==> src/rtl/alu_pkg.sv <==
// rtl/alu_pkg.sv - shared ALU opcodes and multiply sequencer state type
package alu_pkg;

  localparam int ALU_WIDTH = 64;

  localparam logic [2:0] ALU_PASS_B = 3'b000;
  localparam logic [2:0] ALU_ADD    = 3'b010;
  localparam logic [2:0] ALU_SUB    = 3'b011;
  localparam logic [2:0] ALU_AND    = 3'b100;
  localparam logic [2:0] ALU_OR     = 3'b101;
  localparam logic [2:0] ALU_XOR    = 3'b110;

  // Iteration index at which a full-length multiply finishes
  localparam logic [5:0] MUL_LAST_ITER = 6'd63;

  typedef enum logic [1:0] {
    ST_IDLE = 2'd0,
    ST_RUN  = 2'd1,
    ST_DONE = 2'd2
  } mul_state_e;

endpackage

==> src/rtl/alu_mul_seq_if.sv <==
// rtl/alu_mul_seq_if.sv - operand/result handshake bundle for the multiply sequencer
interface alu_mul_seq_if #(
  parameter int WIDTH = 64
);

  logic             start_valid;
  logic             start_ready;
  logic [WIDTH-1:0] a;
  logic [WIDTH-1:0] b;
  logic             res_valid;
  logic             res_ready;
  logic [WIDTH-1:0] product;
  logic             ovf;
  logic             zero;
  logic             busy;

  modport master (
    output start_valid, a, b, res_ready,
    input  start_ready, res_valid, product, ovf, zero, busy
  );

  modport slave (
    input  start_valid, a, b, res_ready,
    output start_ready, res_valid, product, ovf, zero, busy
  );

endinterface

==> src/rtl/alu_mul_seq_alu.sv <==
// rtl/alu_mul_seq_alu.sv - shared 64-bit combinational ALU
module alu
  import alu_pkg::*;
#(
  parameter int WIDTH = ALU_WIDTH
) (
  input  logic [WIDTH-1:0] a_i,
  input  logic [WIDTH-1:0] b_i,
  input  logic [2:0]       cntrl_i,
  output logic [WIDTH-1:0] result_o,
  output logic             carry_out_o,
  output logic             zero_o,
  output logic             negative_o,
  output logic             overflow_o
);

  logic [WIDTH:0] sum_ext;
  logic [WIDTH:0] diff_ext;

  // Subtraction is a + ~b + 1, so carry_out means "no borrow"
  assign sum_ext  = {1'b0, a_i} + {1'b0, b_i};
  assign diff_ext = {1'b0, a_i} + {1'b0, ~b_i} + {{WIDTH{1'b0}}, 1'b1};

  // Operation select and flag generation
  always_comb begin
    result_o    = '0;
    carry_out_o = 1'b0;
    overflow_o  = 1'b0;
    case (cntrl_i)
      ALU_PASS_B: result_o = b_i;
      ALU_ADD: begin
        result_o    = sum_ext[WIDTH-1:0];
        carry_out_o = sum_ext[WIDTH];
        overflow_o  = (a_i[WIDTH-1] == b_i[WIDTH-1]) &&
                      (sum_ext[WIDTH-1] != a_i[WIDTH-1]);
      end
      ALU_SUB: begin
        result_o    = diff_ext[WIDTH-1:0];
        carry_out_o = diff_ext[WIDTH];
        overflow_o  = (a_i[WIDTH-1] != b_i[WIDTH-1]) &&
                      (diff_ext[WIDTH-1] != a_i[WIDTH-1]);
      end
      ALU_AND: result_o = a_i & b_i;
      ALU_OR:  result_o = a_i | b_i;
      ALU_XOR: result_o = a_i ^ b_i;
      default: result_o = '0;
    endcase
    zero_o     = (result_o == '0);
    negative_o = result_o[WIDTH-1];
  end

endmodule

==> src/rtl/alu_mul_seq.sv <==
// rtl/alu_mul_seq.sv - shift-and-add 64x64 multiply sequencer (option: MUL_EARLY_EXIT_EN)
module alu_mul_seq
  import alu_pkg::*;
#(
  parameter int WIDTH = ALU_WIDTH
) (
  input  logic         clk,
  input  logic         rst_n,
  alu_mul_seq_if.slave bus
);

  mul_state_e       state_q,  state_d;
  logic [WIDTH-1:0] acc_q,    acc_d;
  logic [WIDTH-1:0] mcand_q,  mcand_d;
  logic [WIDTH-1:0] mplier_q, mplier_d;
  logic [5:0]       cnt_q,    cnt_d;
  logic             lost_q,   lost_d;
  logic             ovf_r_q,  ovf_r_d;
  logic [WIDTH-1:0] prod_q,   prod_d;
  logic             fovf_q,   fovf_d;
  logic             fzero_q,  fzero_d;

  logic [WIDTH-1:0] alu_result;
  logic             alu_carry;
  logic             alu_zero_unused;
  logic             alu_neg_unused;
  logic             alu_ovf_unused;
  logic             run_exit;

  alu #(.WIDTH(WIDTH)) u_alu (
    .a_i         (acc_q),
    .b_i         (mcand_q),
    .cntrl_i     (ALU_ADD),
    .result_o    (alu_result),
    .carry_out_o (alu_carry),
    .zero_o      (alu_zero_unused),
    .negative_o  (alu_neg_unused),
    .overflow_o  (alu_ovf_unused)
  );

  // Next-state, iteration datapath and result capture
  always_comb begin
    state_d  = state_q;
    acc_d    = acc_q;
    mcand_d  = mcand_q;
    mplier_d = mplier_q;
    cnt_d    = cnt_q;
    lost_d   = lost_q;
    ovf_r_d  = ovf_r_q;
    prod_d   = prod_q;
    fovf_d   = fovf_q;
    fzero_d  = fzero_q;
    run_exit = 1'b0;
    case (state_q)
      ST_IDLE: begin
        if (bus.start_valid) begin
          state_d  = ST_RUN;
          mcand_d  = bus.a;
          mplier_d = bus.b;
          acc_d    = '0;
          cnt_d    = '0;
          lost_d   = 1'b0;
          ovf_r_d  = 1'b0;
        end
      end
      ST_RUN: begin
        // lost_q covers bits already shifted out of mcand before this step
        if (mplier_q[0]) begin
          acc_d   = alu_result;
          ovf_r_d = ovf_r_q | alu_carry | lost_q;
        end
        lost_d   = lost_q | mcand_q[WIDTH-1];
        mcand_d  = {mcand_q[WIDTH-2:0], 1'b0};
        mplier_d = {1'b0, mplier_q[WIDTH-1:1]};
        cnt_d    = cnt_q + 6'd1;
`ifdef MUL_EARLY_EXIT_EN
        // No multiplier bits left: further iterations cannot change acc or ovf
        run_exit = (cnt_q == MUL_LAST_ITER) || (mplier_d == '0);
`else
        run_exit = (cnt_q == MUL_LAST_ITER);
`endif
        if (run_exit) begin
          state_d = ST_DONE;
          prod_d  = acc_d;
          fovf_d  = ovf_r_d;
          fzero_d = (acc_d == '0);
        end
      end
      ST_DONE: begin
        if (bus.res_ready) begin
          state_d = ST_IDLE;
          prod_d  = '0;
          fovf_d  = 1'b0;
          fzero_d = 1'b0;
        end
      end
      default: state_d = ST_IDLE;
    endcase
  end

  // State and datapath registers, cleared asynchronously
  always_ff @(posedge clk or negedge rst_n) begin
    if (!rst_n) begin
      state_q  <= ST_IDLE;
      acc_q    <= '0;
      mcand_q  <= '0;
      mplier_q <= '0;
      cnt_q    <= '0;
      lost_q   <= 1'b0;
      ovf_r_q  <= 1'b0;
      prod_q   <= '0;
      fovf_q   <= 1'b0;
      fzero_q  <= 1'b0;
    end else begin
      state_q  <= state_d;
      acc_q    <= acc_d;
      mcand_q  <= mcand_d;
      mplier_q <= mplier_d;
      cnt_q    <= cnt_d;
      lost_q   <= lost_d;
      ovf_r_q  <= ovf_r_d;
      prod_q   <= prod_d;
      fovf_q   <= fovf_d;
      fzero_q  <= fzero_d;
    end
  end

  assign bus.start_ready = (state_q == ST_IDLE);
  assign bus.busy        = (state_q == ST_RUN);
  assign bus.res_valid   = (state_q == ST_DONE);
  assign bus.product     = prod_q;
  assign bus.ovf         = fovf_q;
  assign bus.zero        = fzero_q;

endmodule

==> src/flat_wrapper.sv <==
// flat-port wrapper written by rule: the top's interface ports become plain ports
module alu_mul_seq_flat import alu_pkg::*;
#(
  parameter int WIDTH = ALU_WIDTH
)
  (clk, rst_n, bus_start_valid, bus_a, bus_b, bus_res_ready, bus_start_ready, bus_res_valid, bus_product, bus_ovf, bus_zero, bus_busy);
  alu_mul_seq_if #(.WIDTH(WIDTH)) bus_i ();
  input  logic clk;
  input  logic rst_n;
  input wire logic [$bits(bus_i.start_valid)-1:0] bus_start_valid;
  input wire logic [$bits(bus_i.a)-1:0] bus_a;
  input wire logic [$bits(bus_i.b)-1:0] bus_b;
  input wire logic [$bits(bus_i.res_ready)-1:0] bus_res_ready;
  output wire logic [$bits(bus_i.start_ready)-1:0] bus_start_ready;
  output wire logic [$bits(bus_i.res_valid)-1:0] bus_res_valid;
  output wire logic [$bits(bus_i.product)-1:0] bus_product;
  output wire logic [$bits(bus_i.ovf)-1:0] bus_ovf;
  output wire logic [$bits(bus_i.zero)-1:0] bus_zero;
  output wire logic [$bits(bus_i.busy)-1:0] bus_busy;
  assign bus_i.start_valid = bus_start_valid;
  assign bus_i.a = bus_a;
  assign bus_i.b = bus_b;
  assign bus_i.res_ready = bus_res_ready;
  assign bus_start_ready = bus_i.start_ready;
  assign bus_res_valid = bus_i.res_valid;
  assign bus_product = bus_i.product;
  assign bus_ovf = bus_i.ovf;
  assign bus_zero = bus_i.zero;
  assign bus_busy = bus_i.busy;
  alu_mul_seq #(.WIDTH(WIDTH)) u_core (.clk(clk), .rst_n(rst_n), .bus(bus_i));
endmodule
==> config.mk <==
export PLATFORM = sky130hd
export DESIGN_NAME = alu_mul_seq_flat
export DESIGN_NICKNAME = d
export VERILOG_FILES = /design/src/rtl/alu_pkg.sv /design/src/rtl/alu_mul_seq_if.sv /design/src/rtl/alu_mul_seq_alu.sv /design/src/rtl/alu_mul_seq.sv /design/src/flat_wrapper.sv
export SDC_FILE = /design/constraint.sdc
export NUM_CORES = 1
export LEC_CHECK = 0
export ABC_AREA = 0
export CAP_MARGIN = 20
export CORE_ASPECT_RATIO = 1.1
export CORE_MARGIN = 4
export CORE_UTILIZATION = 60
export DETAILED_ROUTE_END_ITERATION = 6
export PLACE_DENSITY = 0.86
export SKIP_CTS_REPAIR_TIMING = 1
export SYNTH_ARGS = -nofsm -noshare
export SYNTH_HDL_FRONTEND = slang
export SYNTH_SLANG_ARGS = --single-unit
==> constraint.sdc <==
create_clock -name clk -period 8.5 [get_ports clk]
set_input_delay 1.7 -clock clk [delete_from_list [all_inputs] [get_ports clk]]
set_output_delay 1.7 -clock clk [all_outputs]
set_load 0.005 [all_outputs]
==> results.yml <==
run_status:
  status: "finished, final reports clean"
worst_setup_path:
  critical-path-top-delay-family: "buffers and inverters"
  cp_num_cells: 3
  critPathMaxStageDelay_ns: 0.83
  crit_arrival_ns: 3.59
  cpMaxStageDelayCell: "inv_2"
  reg2reg_depth: 12
  cp_cell_sequence: "nand2_2 -> inv_2 -> clkdlybuf4s50_1"
  cp_data_required_time_ns: 6.80
  cp-start-kind: "flip-flop"
  endpoint_kind: "output port"
  worst-path-buf-inv: 2
  crit_path_max_fanout: 56
  worstSetupPathType: "flip-flop to output port"
cells_and_area:
  final_layout_size_suffix_gt1_share_pct: 5.699
  design_area_um2: 19800
  multi_input_area_um2: 9422
  nets: 2265
  num_antenna_cells: 0
  nFillCells: 2123
  ff_latch_area_um2: 6715
  area_growth_syn_to_layout_pct: 17.26
logic_synthesis:
  syn_area_per_cell_um2: 8.577
  yosys.area.top_type: "dfrtp_1"
  synthCells: 1969
  ys_seq_area_share_pct: 39.71
  ys_seq_elements: 268
  ys_top_cells_by_area: "dfrtp_1, o21ai_0, a21oi_1"
  synth.top_cell.area_share_pct: 39.71
  synth_edf_count: 0
  syn-cell-area_um2: 16890
  ys_types: 104
  yosys_warnings: 0
  synth_nets: 2167
  synthArstFlopShare_pct: 100.0
  ys.flop_type: "dfrtp_1"
detailed_routing:
  wl_met2_mm: 23.65
  routed.top_layer: "met4"
  met3_length_mm: 4.480
  drt-wirelength-per-cell_um: 20.46
  dr.pass1.iters: 5
  drt_iter0_drc: 1201
  met1_length_mm: 20.37
  ant_nets: 0
  dr_total_vias: 15750
  routed_wl_mm: 50.15
  drcViolationCount: 0
  viasPerCell: 6.426
clocking:
  clk_latency_ns: 0.57
  cts_tree: "yes"
  cts_buffers: 29
  htree_levels: 1
  ctsLongestPathBuffers: 3
  clk_pin_slew_worst_paths_ns: 0.06
  cts.sinks: 268
  cts_root_buf: "clkbuf_16"
global_route:
  grt_max_degree: 133
  grt_pass1_vias: 15500
  grt_pass1_wl_mm: 80.73
  grt.total_usage_pct: 31.62
  antenna_found_initial: 0
  grt_overflow_total: 0
die:
  io_pins: 201
  dieWidth_um: 168.0
  start_util_pct: 60.78
  num_rows: 64
  core_um2: 27790
  dieArea_um2: 30900
  fp.dieH_um: 184.0
sta:
  maxSlewViolCount: 0
  fin_crit_ns: 5.291
  timing.hold.ws_ns: 0.4734
  hold_viol: 0
  finalCritPeriodShare_pct: 62.24
  max_clock_freq_mhz: 189.0
  slew-limit-headroom_pct: 25.45
  setup_tns_ns: 0
  finClkSkew_ns: 0.01671
  setup_slack_ns: 3.209
  worst_slew_pin_slew_ns: 1.104
  setup_viol: 0
  rsz0062_at_grt: "false"
power:
  cellPowerDensity_nw_per_um2: 361.8
  ir_drop_uv: 206.5
  power_w: 0.007164
  p_leak_nw: 9.012
worst_hold_path:
  hold_path_class: "flip-flop to flip-flop"
  whs_path_depth: 2
placement:
  io_buffer_count: 200
  place_ws_ns: 3.844
  place_area_um2: 18810
  place_congestion: 1.009
  dp_hpwl_mm: 34.70
job:
  cap_violations: 0
==> logic make-up after synthesis <==
family / count (synthesis) / synth area share (%)
AOI/OAI and AO/OA: 720 / 25.64
xor gates and xnor gates: 35 / 1.815
buffers and inverters: 177 / 4.690
DFF: 268 / 39.71
muxes: 25 / 1.504
and+or+nand+nor: 678 / 21.70
adders and majority gates: 66 / 4.934
==> registers in the layout (all words and copies together) (netlist names) <==
register / count
u_core.acc_q: 64
u_core.bus.ovf: 1
u_core.bus.product: 64
u_core.bus.zero: 1
u_core.cnt_q: 6
u_core.lost_q: 1
u_core.mcand_q: 64
u_core.mplier_q: 64
u_core.ovf_r_q: 1
u_core.state_q: 2
==> layout by cell type, fill, tap and decap left out, drive strengths merged, types with 7 or more instances in the layout <==
master | Yosys | final
and3 | 12 | 12
and4 | 7 | 7
o21a | 15 | 15
and3b | 126 | 126
nand2 | 307 | 307
mux2i | 22 | 22
nor3 | 24 | 24
a21oi | 243 | 243
clkinv | 1 | 8
nand4 | 33 | 33
nand3 | 28 | 28
dfrtp | 268 | 268
o22ai | 11 | 11
o211ai | 8 | 8
nor2 | 67 | 67
a22o | 40 | 40
a211oi | 7 | 7
xnor2 | 15 | 15
clkbuf | 129 | 38
a31oi | 11 | 11
buf | 19 | 17
inv | 28 | 29
a22oi | 8 | 8
a2111oi | 11 | 11
clkdlybuf4s50 | 0 | 198
or3 | 9 | 9
o21ai | 280 | 280
xor2 | 20 | 20
nor2b | 17 | 17
nand2b | 11 | 11
ha | 65 | 65
a21o | 24 | 24
nor4 | 9 | 9
==> synth_stat cells (all sizes together), types with 12 or more instances <==
cell,count
and3b,126
nor2,67
o21ai,280
a22o,40
a21oi,243
xnor2,15
dfrtp,268
clkbuf,129
buf,19
nor3,24
inv,28
xor2,20
and3,12
nand4,33
nor2b,17
o21a,15
mux2i,22
nand3,28
a21o,24
ha,65
nand2,307
==> path summary, 6_finish.rpt <==
path                                         from                endpoint  slack (ns)
min in group asynchronous                   rst_n      u_core.mcand_q[20]        1.24
max                             u_core.state_q[0]                bus_busy        3.21
max in group asynchronous                   rst_n       u_core.state_q[0]        5.61
min                        u_core.bus.product[23]  u_core.bus.product[23]        0.47
max reg2reg                      u_core.acc_q[25]         u_core.bus.zero        4.25
min reg2reg                u_core.bus.product[23]  u_core.bus.product[23]        0.47
==> per-stage QoR <==
step                      instances  utilization, %
final                          2451           71.26
after global routing           2451           71.26
after CTS                      2450           71.19
after detailed placement       2398           67.69
after global placement         2398           67.69
after floorplan                1969               -
==> worst reg2reg max path, delay by kind of cell (launching register included) <==
| kind | cells | cell delay [ns] |
|---|---|---|
| XOR/XNOR | 1 | 0.13 |
| adder cells (fa/ha/maj) | 1 | 0.50 |
| AO/OA/AOI/OAI | 5 | 1.76 |
| flip-flops | 1 | 0.44 |
| AND/OR/NAND/NOR | 4 | 1.00 |
| multiplexers | 1 | 0.36 |
==> area by class of cell <==
type	count	share of cell area (%)
repair buffers	215	10.75
well taps	363	2.294
clock buffers	38	4.139
flip-flops and latches	268	33.91
clock inverters	14	0.7709
multi-input cells	1524	47.58
inverters	29	0.5497
==> per-layer routing <==
| metal | track usage (%) | up-vias |
|---|---|---|
| li1 | - | 7353 |
| met1 | 42.07 | 7586 |
| met2 | 51.27 | 680 |
| met3 | 7.570 | 130 |
| met4 | 10.65 | 0 |
| met5 | 0 | - |
==> power breakdown <==
group          internal (W)  total, W  leakage, nW  switching, W
Sequential          0.00179   0.00222         3.46      0.000421
Combinational       0.00147   0.00366         5.09       0.00218
Clock              0.000742   0.00129        0.470      0.000549
Total               0.00401   0.00716         9.01       0.00315
(Power assumes the default switching activity.)
